`config.mk`:
```
export PLATFORM = sky130hd
export DESIGN_NAME = tdm_demux4
export DESIGN_NICKNAME = d
export VERILOG_FILES = /design/src/rtl/tdm_demux4.sv
export SDC_FILE = /design/constraint.sdc
export NUM_CORES = 1
export LEC_CHECK = 0
export CORE_AREA = 2 2 39 41
export CTS_BUF_LIST = sky130_fd_sc_hd__clkbuf_2 sky130_fd_sc_hd__clkbuf_4 sky130_fd_sc_hd__clkbuf_8
export DETAILED_ROUTE_END_ITERATION = 7
export DIE_AREA = 0 0 41 43
export GPL_ROUTABILITY_DRIVEN = 0
export HOLD_SLACK_MARGIN = 0.03
export PLACE_DENSITY_LB_ADDON = 0.25
export SYNTH_ARGS = -nofsm -noshare
export SYNTH_HDL_FRONTEND = slang
export SYNTH_SLANG_ARGS = --single-unit
```
`constraint.sdc`:
```
create_clock -name clk -period 1.5 [get_ports clk]
set_clock_uncertainty 0.15 [all_clocks]
set_input_delay 0.225 -clock clk [delete_from_list [all_inputs] [get_ports clk]]
set_output_delay 0.225 -clock clk [all_outputs]
set_load 0.01 [all_outputs]
```
`src/rtl/tdm_demux4.sv`:
```
// 4-channel TDM receiver: aligns on the slot-0 sync marker and presents a full frame with a strobe.
// Optional: define TDM_ERR_CNT_EN to add a saturating 8-bit alignment error counter (err_cnt).
`timescale 1ns/1ps
module tdm_demux4 #(
  parameter int WIDTH = 1
) (
  input  logic             clk,
  input  logic             rst_n,
  input  logic             in_valid,
  input  logic             in_sync,
  input  logic [WIDTH-1:0] in_data,
  output logic [WIDTH-1:0] a,
  output logic [WIDTH-1:0] b,
  output logic [WIDTH-1:0] c,
  output logic [WIDTH-1:0] d,
  output logic             frame_valid,
`ifdef TDM_ERR_CNT_EN
  output logic [7:0]       err_cnt,
`endif
  output logic [1:0]       slot,
  output logic             locked,
  output logic             sync_err
);

  typedef enum logic {IDLE, RUN} state_t;

  state_t           state_q;
  logic [1:0]       cnt_q;
  logic [WIDTH-1:0] sa_q, sb_q, sc_q;
  logic [WIDTH-1:0] a_q, b_q, c_q, d_q;
  logic             fv_q, serr_q;
`ifdef TDM_ERR_CNT_EN
  logic [7:0]       err_cnt_q;
`endif

  always_ff @(posedge clk or negedge rst_n) begin
    if (!rst_n) begin
      state_q   <= IDLE;
      cnt_q     <= 2'd0;
      sa_q      <= '0;
      sb_q      <= '0;
      sc_q      <= '0;
      a_q       <= '0;
      b_q       <= '0;
      c_q       <= '0;
      d_q       <= '0;
      fv_q      <= 1'b0;
      serr_q    <= 1'b0;
`ifdef TDM_ERR_CNT_EN
      err_cnt_q <= 8'd0;
`endif
    end else begin
      fv_q   <= 1'b0;
      serr_q <= 1'b0;
      if (in_valid) begin
        case (state_q)
          IDLE: begin
            // Non-sync samples while hunting for alignment are silently dropped.
            if (in_sync) begin
              sa_q    <= in_data;
              cnt_q   <= 2'd1;
              state_q <= RUN;
            end
          end
          RUN: begin
            if (in_sync) begin
              // A sync anywhere but slot 0 restarts the frame; the partial frame is lost.
              if (cnt_q != 2'd0) begin
                serr_q <= 1'b1;
`ifdef TDM_ERR_CNT_EN
                if (err_cnt_q != 8'hFF) err_cnt_q <= err_cnt_q + 8'd1;
`endif
              end
              sa_q  <= in_data;
              cnt_q <= 2'd1;
            end else begin
              case (cnt_q)
                2'd0: begin
                  serr_q  <= 1'b1;
                  state_q <= IDLE;
                  cnt_q   <= 2'd0;
`ifdef TDM_ERR_CNT_EN
                  if (err_cnt_q != 8'hFF) err_cnt_q <= err_cnt_q + 8'd1;
`endif
                end
                2'd1: begin
                  sb_q  <= in_data;
                  cnt_q <= 2'd2;
                end
                2'd2: begin
                  sc_q  <= in_data;
                  cnt_q <= 2'd3;
                end
                default: begin
                  a_q   <= sa_q;
                  b_q   <= sb_q;
                  c_q   <= sc_q;
                  d_q   <= in_data;
                  fv_q  <= 1'b1;
                  cnt_q <= 2'd0;
                end
              endcase
            end
          end
          default: state_q <= IDLE;
        endcase
      end
    end
  end

  assign a           = a_q;
  assign b           = b_q;
  assign c           = c_q;
  assign d           = d_q;
  assign frame_valid = fv_q;
  assign sync_err    = serr_q;
  assign slot        = cnt_q;
  assign locked      = (state_q == RUN);
`ifdef TDM_ERR_CNT_EN
  assign err_cnt     = err_cnt_q;
`endif

endmodule

```
### Yosys cells after proc, flatten, opt, wreduce, memory -nomap -nowiden

Cells that the tools add are included.

* register bits after elaboration: 12
* input bits: 5
* logic and storage cells: 43

* eq/ne operators: 3
* muxes and demuxes: 18
* bitwise operators: 3
* reductions and logical operators: 8

Operators by type and width (count)
* two-way mux 1 bit: 13
* AND reduction 4 bit: 3
* case mux 2 bit (2 select lines): 2
* two-way mux 2 bit: 2
* AND reduction 2 bit: 2
* inverter 1 bit: 3
* OR reduction 3 bit: 1
* equality test 2 x 1 -> 1 bit (second input constant): 1
* equality test 2 bit (second input constant): 1
* logical NOT 2 bit: 1
* inequality test 2 bit (second input constant): 1
* case mux 1 bit (2 select lines): 1
* nonzero test 2 bit: 1

### Longest topological paths before layout

* word-level depth: 6
* mapped depth: 4
* depth with buffers taken out: 4

### Worst setup path before layout

No wires, ideal clock.

* path kind: flip-flop to flip-flop
* start: reg cnt_q[0], in the netlist slot[0]
* end: reg sc_q
* data arrival time: 1147 ps
* required time: 1225 ps
* setup slack: 79 ps
* stages on the path, launching flop included: 5
* buffers on the path: 0
* path through: dfrtp_1 -> inv_1 -> ha_1 -> nand4b_1 -> mux2_2

* cells in the longest elaborated chain, start to end: 2

RTL lines
* from (decl): line 28 `logic [1:0] cnt_q;`
* from (signal assigned): line 39 `cnt_q <= 2'd0;`
* from (signal assigned): line 61 `cnt_q <= 2'd1;`
* from (signal assigned): line 75 `cnt_q <= 2'd1;`
* equality test 2 bit: line 77 `case (cnt_q)`
* AND reduction 4 bit (no line)
* to (signal assigned): line 91 `sc_q <= in_data;`
* to (decl): line 29 `logic [WIDTH-1:0] sa_q, sb_q, sc_q;`

Every way passes these cells.
A chain may end at the register's enable or synchronous reset.

### Worst setup path after layout

* start: reg cnt_q[0], in the netlist slot[0]
* end: reg b_q, in the netlist b

* cells in the longest elaborated chain, start to end: 4
* elaborated cells between the ends (all ways): 6
* classes of those cells: eq/ne (2); bitwise (1); reduce/logical (3)

RTL lines
* equality test 2 bit, or another cell as far along: line 77
* OR reduction 3 bit (no line) *
* inverter 1 bit (no line) *
* AND reduction 4 bit (no line) *
* to (signal assigned): line 96 `b_q <= sb_q;`
* to (decl): line 30 `logic [WIDTH-1:0] a_q, b_q, c_q, d_q;`

Mark *: on every way between the ends. The rest lies on a longest branch, timed or not.

==> run_results.csv <==
group,metric,value,unit
yosys,yosys.area.top_type_share,49.1,%
setup_path,worst_path_max_delay_cell,"dfrtp_1",
die,die_y,43,um
timing,setup_viol,0,
setup_path,crit_fanout,5,
pwr,peakVddDrop,0.672,mV
yosys,synth-xor-area-share,0,%
setup_path,timing.rr.start,"slot[0]$_DFFE_PN0P_",
routing,viasPerCell,4.92,
run,drv_cap,0,
timing,fin_crit_sh,96.8,%
setup_path,startpoint,"slot[0]$_DFFE_PN0P_",
clocking,cts_inserted_buffers,3,
setup_path,endpoint,"b$_DFFE_PN0P_",
yosys,synth_compound_area_share,3.27,%
cells_and_area,nNetsFinal,82,
clocking,cts_hold_buf,0,
die,rows,14,
routing,vias,418,
routing,drtPass1Iterations,2,
die,num_io_pins,14,
grt,grt_pass1_wl,1.81,mm
timing,worstMarginPinSlew,274,ps
yosys,yosysSeqAreaShare,49.1,%
routing,ant_nets,0,
routing,wirelength,1.07,mm
grt,antenna_found_initial,0,
setup_path,critical_path_required,1500,ps
cells_and_area,final_cell_mix,"dfrtp_1, dlygate4sd2_1, buf_4",
timing,min_period,1450,ps
die,core_area,1380,um2
cells_and_area,utilization,59.0,%
yosys,postSynthAreaPerCell,13.0,um2
yosys,synth-simple-area-share,15.1,%
setup_path,critPathLaunchType,"flip-flop",
grt,gr-total-overflow,0,
cells_and_area,n_antenna_cell,0,
placed_design,post_dp_cell_area,777,um2
die,die_area,1760,um2
yosys,synthesis.nets,58,
yosys,yosysTopAreaCell,"dfrtp_1",
cells_and_area,drive_gt1_share,34.8,%
min_path,hold_path_class,"in -> async",
clocking,root_buffer,"clkbuf_4",
die,start_util,44.2,%
placed_design,io_buffers,13,
setup_path,r2r_slack,50,ps
yosys,syn_area,612,um2
yosys,synth_top_family_by_area,"simple AND/OR/NAND/NOR gates",
yosys,muxShareOfSynthArea,12.9,%
yosys,ys_ff_latch,12,
clocking,path_clk_slew,60,ps
pwr,p_leak,0.417,nW
cells_and_area,fin_area,817,um2
clocking,cts_tree,"done",
timing,hold_viol_final,0,
yosys,synth_warnings,0,
cells_and_area,areaGrowthSynthToFinish,33.5,%
routing,routedWlPerCell,12.6,um
clocking,htree_num_levels,1,
placed_design,hpwl,808,um
routing,drc,0,
run_status,status,"complete, no violations",
setup_path,critPathKind,"reg -> reg",
die,dieWidth,41,um
pwr,power_density,1490,nW/um2
clocking,cts.path.max_buffers,2,
yosys,synthAdderAreaFrac,12.3,%
timing,relSlewSlack,81.7,%
cells_and_area,layout_commonest_cell,"dfrtp_1",
timing,fmax,689,MHz
yosys,ys_types,17,
setup_path,endpoint_kind,"flip-flop",
grt,grt_start_max_net_pins,13,
grt,grt_util_all_layers,15.6,%
clocking,clock_latency,260,ps
routing,drt-initial-drc-count,2,
timing,rsz0062_at_grt,"true",
setup_path,r2r_end,"b$_DFFE_PN0P_",
yosys,synth_area_leaders,"dfrtp_1, mux2_2, ha_1",
timing,tns,0,ps
setup_path,critPathMaxStageDelay,400,ps
setup_path,arrival,1450,ps
clocking,cts_sinks,12,
yosys,synth_cells,47,
timing,slew_viol_final,0,
setup_path,r2r_cells,4,
setup_path,critical_path.cell_chain,"buf_6 -> ha_2 -> nand4b_4 -> mux2_2",
grt,grt_pass1_vias,431,
-- synthesized netlist by cell type, drive strengths merged --
master	n
dfrtp	12
mux2	7
ha	6
inv	4
buf	3
nand4b	3
nand2	2
nor2	2
nor3	2
a21oi	1
a31oi	1
and4bb	1
nand3	1
o221ai	1
or3b	1
-- critical path, delay by kind of cell, from the launching register on --
family / cells / cell delay (ps)
flip-flops: 1 / 400
adder cells (fa/ha/maj): 1 / 190
AND/OR/NAND/NOR: 1 / 120
buffers and inverters: 1 / 140
multiplexers: 1 / 350
-- flip-flops by register name, indices dropped and copies added, names as in the netlist --
name	cells
sb_q	1
c	1
sc_q	1
d	1
a	1
frame_valid	1
sa_q	1
slot	2
b	1
locked	1
sync_err	1
-- how the worst min path moves through the flow --
stage                        to  slack [ps]             start  cells past startpoint
2_1_floorplan     a$_DFFE_PN0P_        -220             rst_n                      0
3_3_place_gp   sb_q$_DFFE_PN0P_         340  sb_q$_DFFE_PN0P_                      1
3_5_place_dp      c$_DFFE_PN0P_         340  sc_q$_DFFE_PN0P_                      1
4_1_cts           a$_DFFE_PN0P_          90             rst_n                      2
5_1_grt           d$_DFFE_PN0P_         110             rst_n                      2
6_report          a$_DFFE_PN0P_         110             rst_n                      2
-- kinds of logic after synthesis --
group,Yosys count
flops,12
simple gates,12
compound gates,3
buf+inv,7
fa+ha+maj,6
mux,7
-- stage by stage --
step | hold WS, ps | setup slack, ps | std cells | total power, mW
after floorplan | -221 | 78.8 | 47 | 0.805
after global placement | 340 | -89.6 | 79 | 1.05
after detailed placement | 345 | -134 | 79 | 1.07
after CTS | 90.6 | 40.6 | 84 | 1.24
after global routing | 109 | -10.5 | 85 | 1.33
final | 108 | 47.8 | 85 | 1.22
-- repair_timing --
| item | CTS | global route |
|---|---|---|
| buffers inserted | 2 | 1 |
| resized for setup | 10 | 3 |
| endpoints found under the setup margin | 9 | 5 |
-- area by class of cell --
class	count	area (um2)
repair buffers	22	190
well taps	16	20.0
flip-flops and latches	12	300
fillers	129	567
multi-input cells	28	269
clock buffers	3	22.5
inverters	4	15.0
-- per-layer routing --
layer  track usage (%)  wire (um)  part of all wire (%)
met5                 0          0                     0
met4              8.00          0                     0
met3              4.71         61                   5.7
met1              18.3        459                    43
met2              24.4        552                    51
-- power by group --
part	total, mW	internal [mW]	leakage, nW	switching (mW)
clock network	0.182	0.0926	0.0138	0.0898
registers	0.501	0.446	0.147	0.0545
logic	0.538	0.285	0.256	0.253
total	1.22	0.824	0.417	0.397
No activity file was read; power rests on OpenSTA's default activity.
